`config.mk`:
```
export PLATFORM = sky130hd
export DESIGN_NAME = axi_rd_arbiter_flat
export DESIGN_NICKNAME = d
export VERILOG_FILES = /design/src/rtl/axi_rd_arbiter_pkg.sv /design/src/rtl/axi_rd_arbiter_if.sv /design/src/rtl/axi_rd_arbiter_grant2.sv /design/src/rtl/axi_rd_arbiter.sv /design/src/flat_wrapper.sv
export SDC_FILE = /design/constraint.sdc
export NUM_CORES = 1
export LEC_CHECK = 0
export ABC_AREA = 1
export BUFFER_PORTS_ARGS = -buffer_cell sky130_fd_sc_hd__buf_4
export CAP_MARGIN = 20
export CORE_AREA = 2 2 89 91
export DETAILED_ROUTE_END_ITERATION = 8
export DIE_AREA = 0 0 91 93
export PLACE_DENSITY = 0.76
export SLEW_MARGIN = 40
export SYNTH_ARGS = -nofsm -noshare
export SYNTH_HDL_FRONTEND = slang
export SYNTH_SLANG_ARGS = --single-unit
```
`constraint.sdc`:
```
create_clock -name aclk -period 2 [get_ports aclk]
set_clock_uncertainty 0.05 [all_clocks]
set_input_delay 0.4 -clock aclk [delete_from_list [all_inputs] [get_ports aclk]]
set_output_delay 0.4 -clock aclk [all_outputs]
set_load 0.01 [all_outputs]
```
`src/rtl/axi_rd_arbiter_pkg.sv`:
```
// Shared constants and types for the AXI read-channel arbiter.
//   - transaction IDs of the two cache clients
//   - cache rd_type codes
//   - FSM state encoding
//   - AXI burst type
package axi_rd_arbiter_pkg;

  localparam logic [3:0] ID_ICACHE = 4'd0;
  localparam logic [3:0] ID_DCACHE = 4'd1;

  localparam logic [2:0] TYPE_BYTE = 3'b000;
  localparam logic [2:0] TYPE_HALF = 3'b001;
  localparam logic [2:0] TYPE_WORD = 3'b010;
  localparam logic [2:0] TYPE_LINE = 3'b100;

  localparam logic [1:0] BURST_INCR = 2'b01;

  localparam logic [1:0] S_IDLE = 2'd0;
  localparam logic [1:0] S_AR   = 2'd1;
  localparam logic [1:0] S_R    = 2'd2;

  typedef enum logic [1:0] {
    ST_IDLE = S_IDLE,
    ST_AR   = S_AR,
    ST_R    = S_R
  } state_t;

  // Byte/half/word singles encode arsize directly in the low type bits.
  function automatic logic [2:0] single_size(logic [2:0] t);
    return {1'b0, t[1:0]};
  endfunction

endpackage

```
`src/rtl/axi_rd_arbiter_if.sv`:
```
// AXI4 read address / read data channel bundle.
//   master : drives AR payload, arvalid, rready; receives arready and R beats
//   slave  : the interconnect side
interface axi_rd_arbiter_if #(
  parameter int ADDR_W = 32,
  parameter int DATA_W = 32
);
  logic [3:0]        arid;
  logic [ADDR_W-1:0] araddr;
  logic [3:0]        arlen;
  logic [2:0]        arsize;
  logic [1:0]        arburst;
  logic              arvalid;
  logic              arready;
  logic [3:0]        rid;
  logic [DATA_W-1:0] rdata;
  logic              rlast;
  logic              rvalid;
  logic              rready;

  modport master (
    output arid, araddr, arlen, arsize, arburst, arvalid, rready,
    input  arready, rid, rdata, rlast, rvalid
  );

  modport slave (
    input  arid, araddr, arlen, arsize, arburst, arvalid, rready,
    output arready, rid, rdata, rlast, rvalid
  );
endinterface

```
`src/rtl/axi_rd_arbiter_grant2.sv`:
```
// Two-requester grant for the read arbiter.
//   req_i[0] icache, req_i[1] dcache; gnt_o one-hot (or zero).
//   accept_i : the granted request was taken this cycle.
// Build option ARB_RR_EN: round-robin on simultaneous requests (the side
// that did not win last time wins). Default: dcache has fixed priority.
module arb_grant2 (
  input  logic       aclk,
  input  logic       aresetn,
  input  logic [1:0] req_i,
  input  logic       accept_i,
  output logic [1:0] gnt_o
);
  // 1 = dcache took the most recent accepted grant. Reset to icache so the
  // first contest goes to dcache in both builds.
  logic last_q;

  always_ff @(posedge aclk) begin
    if (!aresetn)      last_q <= 1'b0;
    else if (accept_i) last_q <= gnt_o[1];
  end

`ifdef ARB_RR_EN
  always_comb begin
    gnt_o = req_i;
    if (req_i == 2'b11) gnt_o = last_q ? 2'b01 : 2'b10;
  end
`else
  logic unused_last;
  assign unused_last = last_q;
  assign gnt_o = req_i[1] ? 2'b10 : {1'b0, req_i[0]};
`endif

endmodule

```
`src/rtl/axi_rd_arbiter.sv`:
```
// Shares one AXI read channel between icache and dcache read ports.
// One request at a time: accept (IDLE) -> issue AR -> collect R beats,
// routing each beat to the owner by ID and checking burst framing.
//   ic_* / dc_* : sram-like request (req/type/addr -> rdy) and return
//                 (ret_valid/ret_last/ret_data) per cache
//   axi         : AXI AR/R master
//   busy        : a transaction is in flight
//   protocol_err: sticky framing / ID error
// Build option ARB_RR_EN selects round-robin grant (see arb_grant2).
module axi_rd_arbiter
  import axi_rd_arbiter_pkg::*;
#(
  parameter int BURST_LEN = 16,
  parameter int ADDR_W    = 32,
  parameter int DATA_W    = 32
) (
  input  logic              aclk,
  input  logic              aresetn,
  input  logic              ic_rd_req,
  input  logic [2:0]        ic_rd_type,
  input  logic [ADDR_W-1:0] ic_rd_addr,
  output logic              ic_rd_rdy,
  output logic              ic_ret_valid,
  output logic              ic_ret_last,
  output logic [DATA_W-1:0] ic_ret_data,
  input  logic              dc_rd_req,
  input  logic [2:0]        dc_rd_type,
  input  logic [ADDR_W-1:0] dc_rd_addr,
  output logic              dc_rd_rdy,
  output logic              dc_ret_valid,
  output logic              dc_ret_last,
  output logic [DATA_W-1:0] dc_ret_data,
  axi_rd_arbiter_if.master  axi,
  output logic              busy,
  output logic              protocol_err
);
  localparam logic [3:0] LINE_LEN  = 4'(BURST_LEN - 1);
  localparam logic [2:0] LINE_SIZE = 3'($clog2(DATA_W / 8));

  state_t            state_q, state_d;
  logic [3:0]        id_q, id_d;
  logic [ADDR_W-1:0] addr_q, addr_d;
  logic [3:0]        len_q, len_d;
  logic [2:0]        size_q, size_d;
  logic [3:0]        cnt_q, cnt_d;
  logic              err_q, err_d;

  logic [1:0]        gnt;
  logic              accept;
  logic [2:0]        sel_type;
  logic              final_beat;

  arb_grant2 u_grant (
    .aclk     (aclk),
    .aresetn  (aresetn),
    .req_i    ({dc_rd_req, ic_rd_req}),
    .accept_i (accept),
    .gnt_o    (gnt)
  );

  assign sel_type   = gnt[1] ? dc_rd_type : ic_rd_type;
  assign final_beat = (cnt_q == len_q);

  assign axi.arid    = id_q;
  assign axi.araddr  = addr_q;
  assign axi.arlen   = len_q;
  assign axi.arsize  = size_q;
  assign axi.arburst = BURST_INCR;

  // Data is a straight pass-through; ret_valid qualifies it.
  assign ic_ret_data  = axi.rdata;
  assign dc_ret_data  = axi.rdata;
  assign busy         = (state_q != ST_IDLE);
  assign protocol_err = err_q;

  always_comb begin
    state_d      = state_q;
    id_d         = id_q;
    addr_d       = addr_q;
    len_d        = len_q;
    size_d       = size_q;
    cnt_d        = cnt_q;
    err_d        = err_q;
    accept       = 1'b0;
    ic_rd_rdy    = 1'b0;
    dc_rd_rdy    = 1'b0;
    ic_ret_valid = 1'b0;
    ic_ret_last  = 1'b0;
    dc_ret_valid = 1'b0;
    dc_ret_last  = 1'b0;
    axi.arvalid  = 1'b0;
    axi.rready   = 1'b0;
    case (state_q)
      ST_IDLE: begin
        // Handshake outputs are held low while reset is asserted.
        ic_rd_rdy = aresetn & gnt[0];
        dc_rd_rdy = aresetn & gnt[1];
        if (aresetn && gnt != 2'b00) begin
          accept  = 1'b1;
          id_d    = gnt[1] ? ID_DCACHE : ID_ICACHE;
          addr_d  = gnt[1] ? dc_rd_addr : ic_rd_addr;
          len_d   = (sel_type == TYPE_LINE) ? LINE_LEN : 4'd0;
          size_d  = (sel_type == TYPE_LINE) ? LINE_SIZE : single_size(sel_type);
          state_d = ST_AR;
        end
      end
      ST_AR: begin
        axi.arvalid = 1'b1;
        if (axi.arready) begin
          cnt_d   = 4'd0;
          state_d = ST_R;
        end
      end
      ST_R: begin
        axi.rready = 1'b1;
        if (axi.rvalid) begin
          if (axi.rid != id_q) begin
            err_d = 1'b1;  // foreign beat: drop it
          end else begin
            cnt_d        = cnt_q + 4'd1;
            ic_ret_valid = aresetn & (id_q == ID_ICACHE);
            dc_ret_valid = aresetn & (id_q == ID_DCACHE);
            // A missing rlast on the final beat still closes the transfer
            // for the cache.
            ic_ret_last  = ic_ret_valid & (axi.rlast | final_beat);
            dc_ret_last  = dc_ret_valid & (axi.rlast | final_beat);
            if (final_beat) begin
              if (!axi.rlast) err_d = 1'b1;
              state_d = ST_IDLE;
            end else if (axi.rlast) begin
              err_d   = 1'b1;
              state_d = ST_IDLE;
            end
          end
        end
      end
      default: state_d = ST_IDLE;
    endcase
  end

  always_ff @(posedge aclk) begin
    if (!aresetn) begin
      state_q <= ST_IDLE;
      id_q    <= 4'd0;
      addr_q  <= '0;
      len_q   <= 4'd0;
      size_q  <= 3'd0;
      cnt_q   <= 4'd0;
      err_q   <= 1'b0;
    end else begin
      state_q <= state_d;
      id_q    <= id_d;
      addr_q  <= addr_d;
      len_q   <= len_d;
      size_q  <= size_d;
      cnt_q   <= cnt_d;
      err_q   <= err_d;
    end
  end

endmodule

```
`src/flat_wrapper.sv`:
```
// flat-port wrapper written by rule: the top's interface ports become plain ports
module axi_rd_arbiter_flat import axi_rd_arbiter_pkg::*;
#(
  parameter int BURST_LEN = 16,
  parameter int ADDR_W    = 32,
  parameter int DATA_W    = 32
)
  (aclk, aresetn, ic_rd_req, ic_rd_type, ic_rd_addr, ic_rd_rdy, ic_ret_valid, ic_ret_last, ic_ret_data, dc_rd_req, dc_rd_type, dc_rd_addr, dc_rd_rdy, dc_ret_valid, dc_ret_last, dc_ret_data, busy, protocol_err, axi_arid, axi_araddr, axi_arlen, axi_arsize, axi_arburst, axi_arvalid, axi_rready, axi_arready, axi_rid, axi_rdata, axi_rlast, axi_rvalid);
  axi_rd_arbiter_if #(.ADDR_W(ADDR_W), .DATA_W(DATA_W)) axi_i ();
  input  logic aclk;
  input  logic aresetn;
  input  logic ic_rd_req;
  input  logic [2:0] ic_rd_type;
  input  logic [ADDR_W-1:0] ic_rd_addr;
  output logic ic_rd_rdy;
  output logic ic_ret_valid;
  output logic ic_ret_last;
  output logic [DATA_W-1:0] ic_ret_data;
  input  logic dc_rd_req;
  input  logic [2:0] dc_rd_type;
  input  logic [ADDR_W-1:0] dc_rd_addr;
  output logic dc_rd_rdy;
  output logic dc_ret_valid;
  output logic dc_ret_last;
  output logic [DATA_W-1:0] dc_ret_data;
  output logic busy;
  output logic protocol_err;
  output wire logic [$bits(axi_i.arid)-1:0] axi_arid;
  output wire logic [$bits(axi_i.araddr)-1:0] axi_araddr;
  output wire logic [$bits(axi_i.arlen)-1:0] axi_arlen;
  output wire logic [$bits(axi_i.arsize)-1:0] axi_arsize;
  output wire logic [$bits(axi_i.arburst)-1:0] axi_arburst;
  output wire logic [$bits(axi_i.arvalid)-1:0] axi_arvalid;
  output wire logic [$bits(axi_i.rready)-1:0] axi_rready;
  input wire logic [$bits(axi_i.arready)-1:0] axi_arready;
  input wire logic [$bits(axi_i.rid)-1:0] axi_rid;
  input wire logic [$bits(axi_i.rdata)-1:0] axi_rdata;
  input wire logic [$bits(axi_i.rlast)-1:0] axi_rlast;
  input wire logic [$bits(axi_i.rvalid)-1:0] axi_rvalid;
  assign axi_arid = axi_i.arid;
  assign axi_araddr = axi_i.araddr;
  assign axi_arlen = axi_i.arlen;
  assign axi_arsize = axi_i.arsize;
  assign axi_arburst = axi_i.arburst;
  assign axi_arvalid = axi_i.arvalid;
  assign axi_rready = axi_i.rready;
  assign axi_i.arready = axi_arready;
  assign axi_i.rid = axi_rid;
  assign axi_i.rdata = axi_rdata;
  assign axi_i.rlast = axi_rlast;
  assign axi_i.rvalid = axi_rvalid;
  axi_rd_arbiter #(.BURST_LEN(BURST_LEN), .ADDR_W(ADDR_W), .DATA_W(DATA_W)) u_core (.aclk(aclk), .aresetn(aresetn), .ic_rd_req(ic_rd_req), .ic_rd_type(ic_rd_type), .ic_rd_addr(ic_rd_addr), .ic_rd_rdy(ic_rd_rdy), .ic_ret_valid(ic_ret_valid), .ic_ret_last(ic_ret_last), .ic_ret_data(ic_ret_data), .dc_rd_req(dc_rd_req), .dc_rd_type(dc_rd_type), .dc_rd_addr(dc_rd_addr), .dc_rd_rdy(dc_rd_rdy), .dc_ret_valid(dc_ret_valid), .dc_ret_last(dc_ret_last), .dc_ret_data(dc_ret_data), .axi(axi_i), .busy(busy), .protocol_err(protocol_err));
endmodule
```
==> metrics.md <==
| Metric | Value |
|---|---|
| Count of boundary I/O pins | 232 |
| DIE AREA | 0.00846 mm^2 |
| Startpoint Class | flop |
| Clock transition at path regs | 100 ps |
| Outcome | finished, final reports clean |
| CTS Hold Buffers Added | 0 |
| Type of destination of the critical path | output port |
| Proportion of synthesized flip-flops having asynchronous set or reset | 0% |
| Routed wire length | 6620 um |
| Post-route antenna net violation count | 0 |
| Power per cell area | 781 mW/mm^2 |
| Global placer's final weighted congestion | 0.805 |
| Via count | 2486 |
| Mapped cell area | 0.00267 mm^2 |
| Half-perimeter wire length after detailed placement | 5200 um |
| Count of pins over their slew limit | 0 |
| Die X-Extent | 91 um |
| Port-buffer cells | 129 |
| First-pass GRT wire length | 10700 um |
| Wire length on met3 | 588 um |
| Hold Violations, Final | 0 |
| Fraction of the core area covered by cells at the end of the flow | 44.2% |
| Required time at the endpoint of the critical path | 1550 ps |
| WS Path Type | flop to output port |
| Setup repair after global routing missed its margin | false |
| Part of the cycle the worst path needs | 93.6% |
| Clock buffer count from CTS | 5 |
| Root buffer cell | sky130_fd_sc_hd__clkbuf_8 |
| Antenna violations before repair | 0 |
| Type of the worst min-delay path | primary input to flop |
| Timing-limited maximum frequency | 534 MHz |
| Internal reg-to-reg setup slack | 490 ps |
| Yosys cell types | 32 |
| Core footprint | 0.00753 mm^2 |
| Avg Vias per Cell | 4.66 |
| Rows | 32 |
| Maximum fanout along the worst path | 7 |
| Yosys warning total | 0 |
| Synthesis-to-layout area growth | 24.6% |
| Proportion of synthesized chip area in sequential cells | 32.2% |
| Main synth FF type | sky130_fd_sc_hd__dfxtp_1 |
| Number of global-route vias before repair | 2334 |
| Vertical extent of the die | 93 um |
| Grt total ovfl | 0 |
| Fillcell total | 794 |
| Post-detailed-placement cell area | 0.00321 mm^2 |
| Data arrival time of the critical path | 1420 ps |
| Post-layout net count | 545 |
| Fraction of layout instances using a drive strength above 1 | 40.0% |
| Routed length on met2 | 3350 um |
| Average instance area after synthesis | 7.18 um^2 |
| # setup viols final | 0 |
| Pin count of the biggest net entering global routing | 33 |
| EDFF count, synth | 0 |
| Buffer depth of the longest clock path | 2 |
| Diode insertion count for antenna repair | 0 |
| Overall track demand over capacity in global routing | 15.4% |
| DR DRC count | 0 |
| Number of instances in the synthesized netlist | 372 |
| MaxCap Viol Count | 0 |
| Met1 layer wirelength in the final routing | 2620 um |
| Source-to-sink clock delay at the later pin of the worst-skew pair | 290 ps |
| CTS tree | done |
| Initial Utilization | 35.5% |
| Highest routed metal layer | met4 |
| DR pass1 iterations | 4 |
| Post-synthesis sequential element count | 43 |
| Total negative slack for setup checks | 0 ps |
| Time the worst path needs with I/O delays and setup | 1870 ps |
| Detailed router's first-iteration violation count | 64 |
| Clock Sink Count | 43 |
| Clock H-tree levels | 2 |
| Maximum resistive drop on vdd | 0.334 mV |
| DR WL/cell | 12.4 um |
| Final instance area | 0.00333 mm^2 |
| Leakage Power | 0.00162 uW |
synthesized netlist by cell type (2+ instances only):
cell type	number	share of area, %
sky130_fd_sc_hd__nand2_1	92	13
sky130_fd_sc_hd__buf_4	75	21
sky130_fd_sc_hd__dfxtp_1	43	32
sky130_fd_sc_hd__o21ai_1	36	6.7
sky130_fd_sc_hd__a31oi_1	32	7.5
sky130_fd_sc_hd__inv_1	18	2.5
sky130_fd_sc_hd__a21oi_1	8	1.5
sky130_fd_sc_hd__clkbuf_1	7	0.98
sky130_fd_sc_hd__nand3_1	7	1.3
sky130_fd_sc_hd__nor2_1	7	0.98
sky130_fd_sc_hd__buf_2	6	1.1
sky130_fd_sc_hd__inv_2	6	0.84
sky130_fd_sc_hd__nor2_2	4	0.94
sky130_fd_sc_hd__o21ai_0	4	0.75
sky130_fd_sc_hd__nor3_1	3	0.56
sky130_fd_sc_hd__or2_1	3	0.70
sky130_fd_sc_hd__buf_6	2	0.84
sky130_fd_sc_hd__conb_1	2	0.28
sky130_fd_sc_hd__nand2_2	2	0.47
sky130_fd_sc_hd__nand2_4	2	0.84
sky130_fd_sc_hd__nor2_4	2	0.84
layout make-up:
cell class | instances | area [um^2] | share of cell area [%]
Clock buffer | 5 | 68.8 | 2.07
Clock inverter | 3 | 23.8 | 0.714
Inverter | 25 | 96.3 | 2.89
Multi-Input combinational cell | 217 | 1090 | 32.7
Sequential cell | 43 | 868 | 26.1
Tap cell | 102 | 128 | 3.83
Timing Repair Buffer | 139 | 1060 | 31.7
metal layers:
| metal | vias to the layer above | global-route usage (%) |
|---|---|---|
| met5 | - | 0 |
| met4 | 0 | 3.79 |
| met3 | 5 | 6.04 |
| met2 | 111 | 27.4 |
| met1 | 1114 | 17.2 |
| li1 | 1256 | - |
state kept, by name, indices dropped and copies added (netlist names):
name / flops
u_core.state_q: 2
u_core.protocol_err: 1
u_core.axi.araddr: 32
u_core.axi.arid: 1
u_core.axi.arsize: 2
u_core.axi.arlen: 1
u_core.cnt_q: 4
critical path, stage by stage, from the launching register on:
cell and delay [ps]:
sky130_fd_sc_hd__dfxtp_1 460, sky130_fd_sc_hd__nor2_1 80, sky130_fd_sc_hd__nand3_1 110, sky130_fd_sc_hd__nand2_1 80, sky130_fd_sc_hd__inv_1 60, sky130_fd_sc_hd__nand2_1 50
sky130_fd_sc_hd__and2_1 150, sky130_fd_sc_hd__buf_4 130
cell families (layout without fill, tap and decap cells):
logic type | after synthesis | in the layout | share of synthesized area (%)
fa+ha+maj | 1 | 1 | 0.468
buf+inv | 116 | 172 | 27.8
flops | 43 | 43 | 32.2
other cells | 2 | 6 | 0.281
simple gates | 125 | 125 | 21.0
compound gates | 85 | 85 | 18.3
cell usage in the layout, fill, tap and decap left out, drive strengths merged:
master and n:
nor3 3, o21bai 2, a21oi 8, a31oi 32
dfxtp 43, nand3 8, nor4 1, and2 1
clkinvlp 2, a211oi 1, clkbuf 5, inv 26
nand2 96, conb 6, nor2 13, ha 1
o21ai 41, or2 3, o211ai 1, buf 139
path summary, 6_finish.rpt:
check,cells past startpoint,endpoint,start
hold / removal,3,u_core.axi.araddr[18],dc_rd_addr[18]
setup / recovery,7,dc_ret_last,u_core.axi.arlen[2]
hold reg to reg,2,u_core.protocol_err,u_core.protocol_err
setup reg to reg,6,u_core.axi.araddr[14],u_core.state_q[1]
repair_timing:
action                     4_1_cts  5_1_grt
setup endpoints to repair        1        3
gates resized for setup          1        5
pin swaps                        0        1
buffers inserted                 0        2
metrics by stage:
stage / instances / hold WS, ps / total power (uW) / setup WS, ps
4_1_cts: 532 / 302 / 2630 / 5.24
5_1_grt: 534 / 299 / 2770 / 7.92
2_1_floorplan: 376 / 417 / 1740 / 369
3_5_place_dp: 524 / 402 / 2040 / 194
6_report: 534 / 312 / 2600 / 129
3_3_place_gp: 524 / 396 / 2020 / 242
where the power goes:
group | total, uW | switching, uW | leakage [uW] | internal, uW
registers | 1090 | 90.4 | 0.000356 | 995
logic | 934 | 476 | 0.00122 | 458
clock network | 580 | 330 | 0.0000408 | 250
total | 2600 | 897 | 0.00162 | 1700
(Power assumes the default switching activity.)
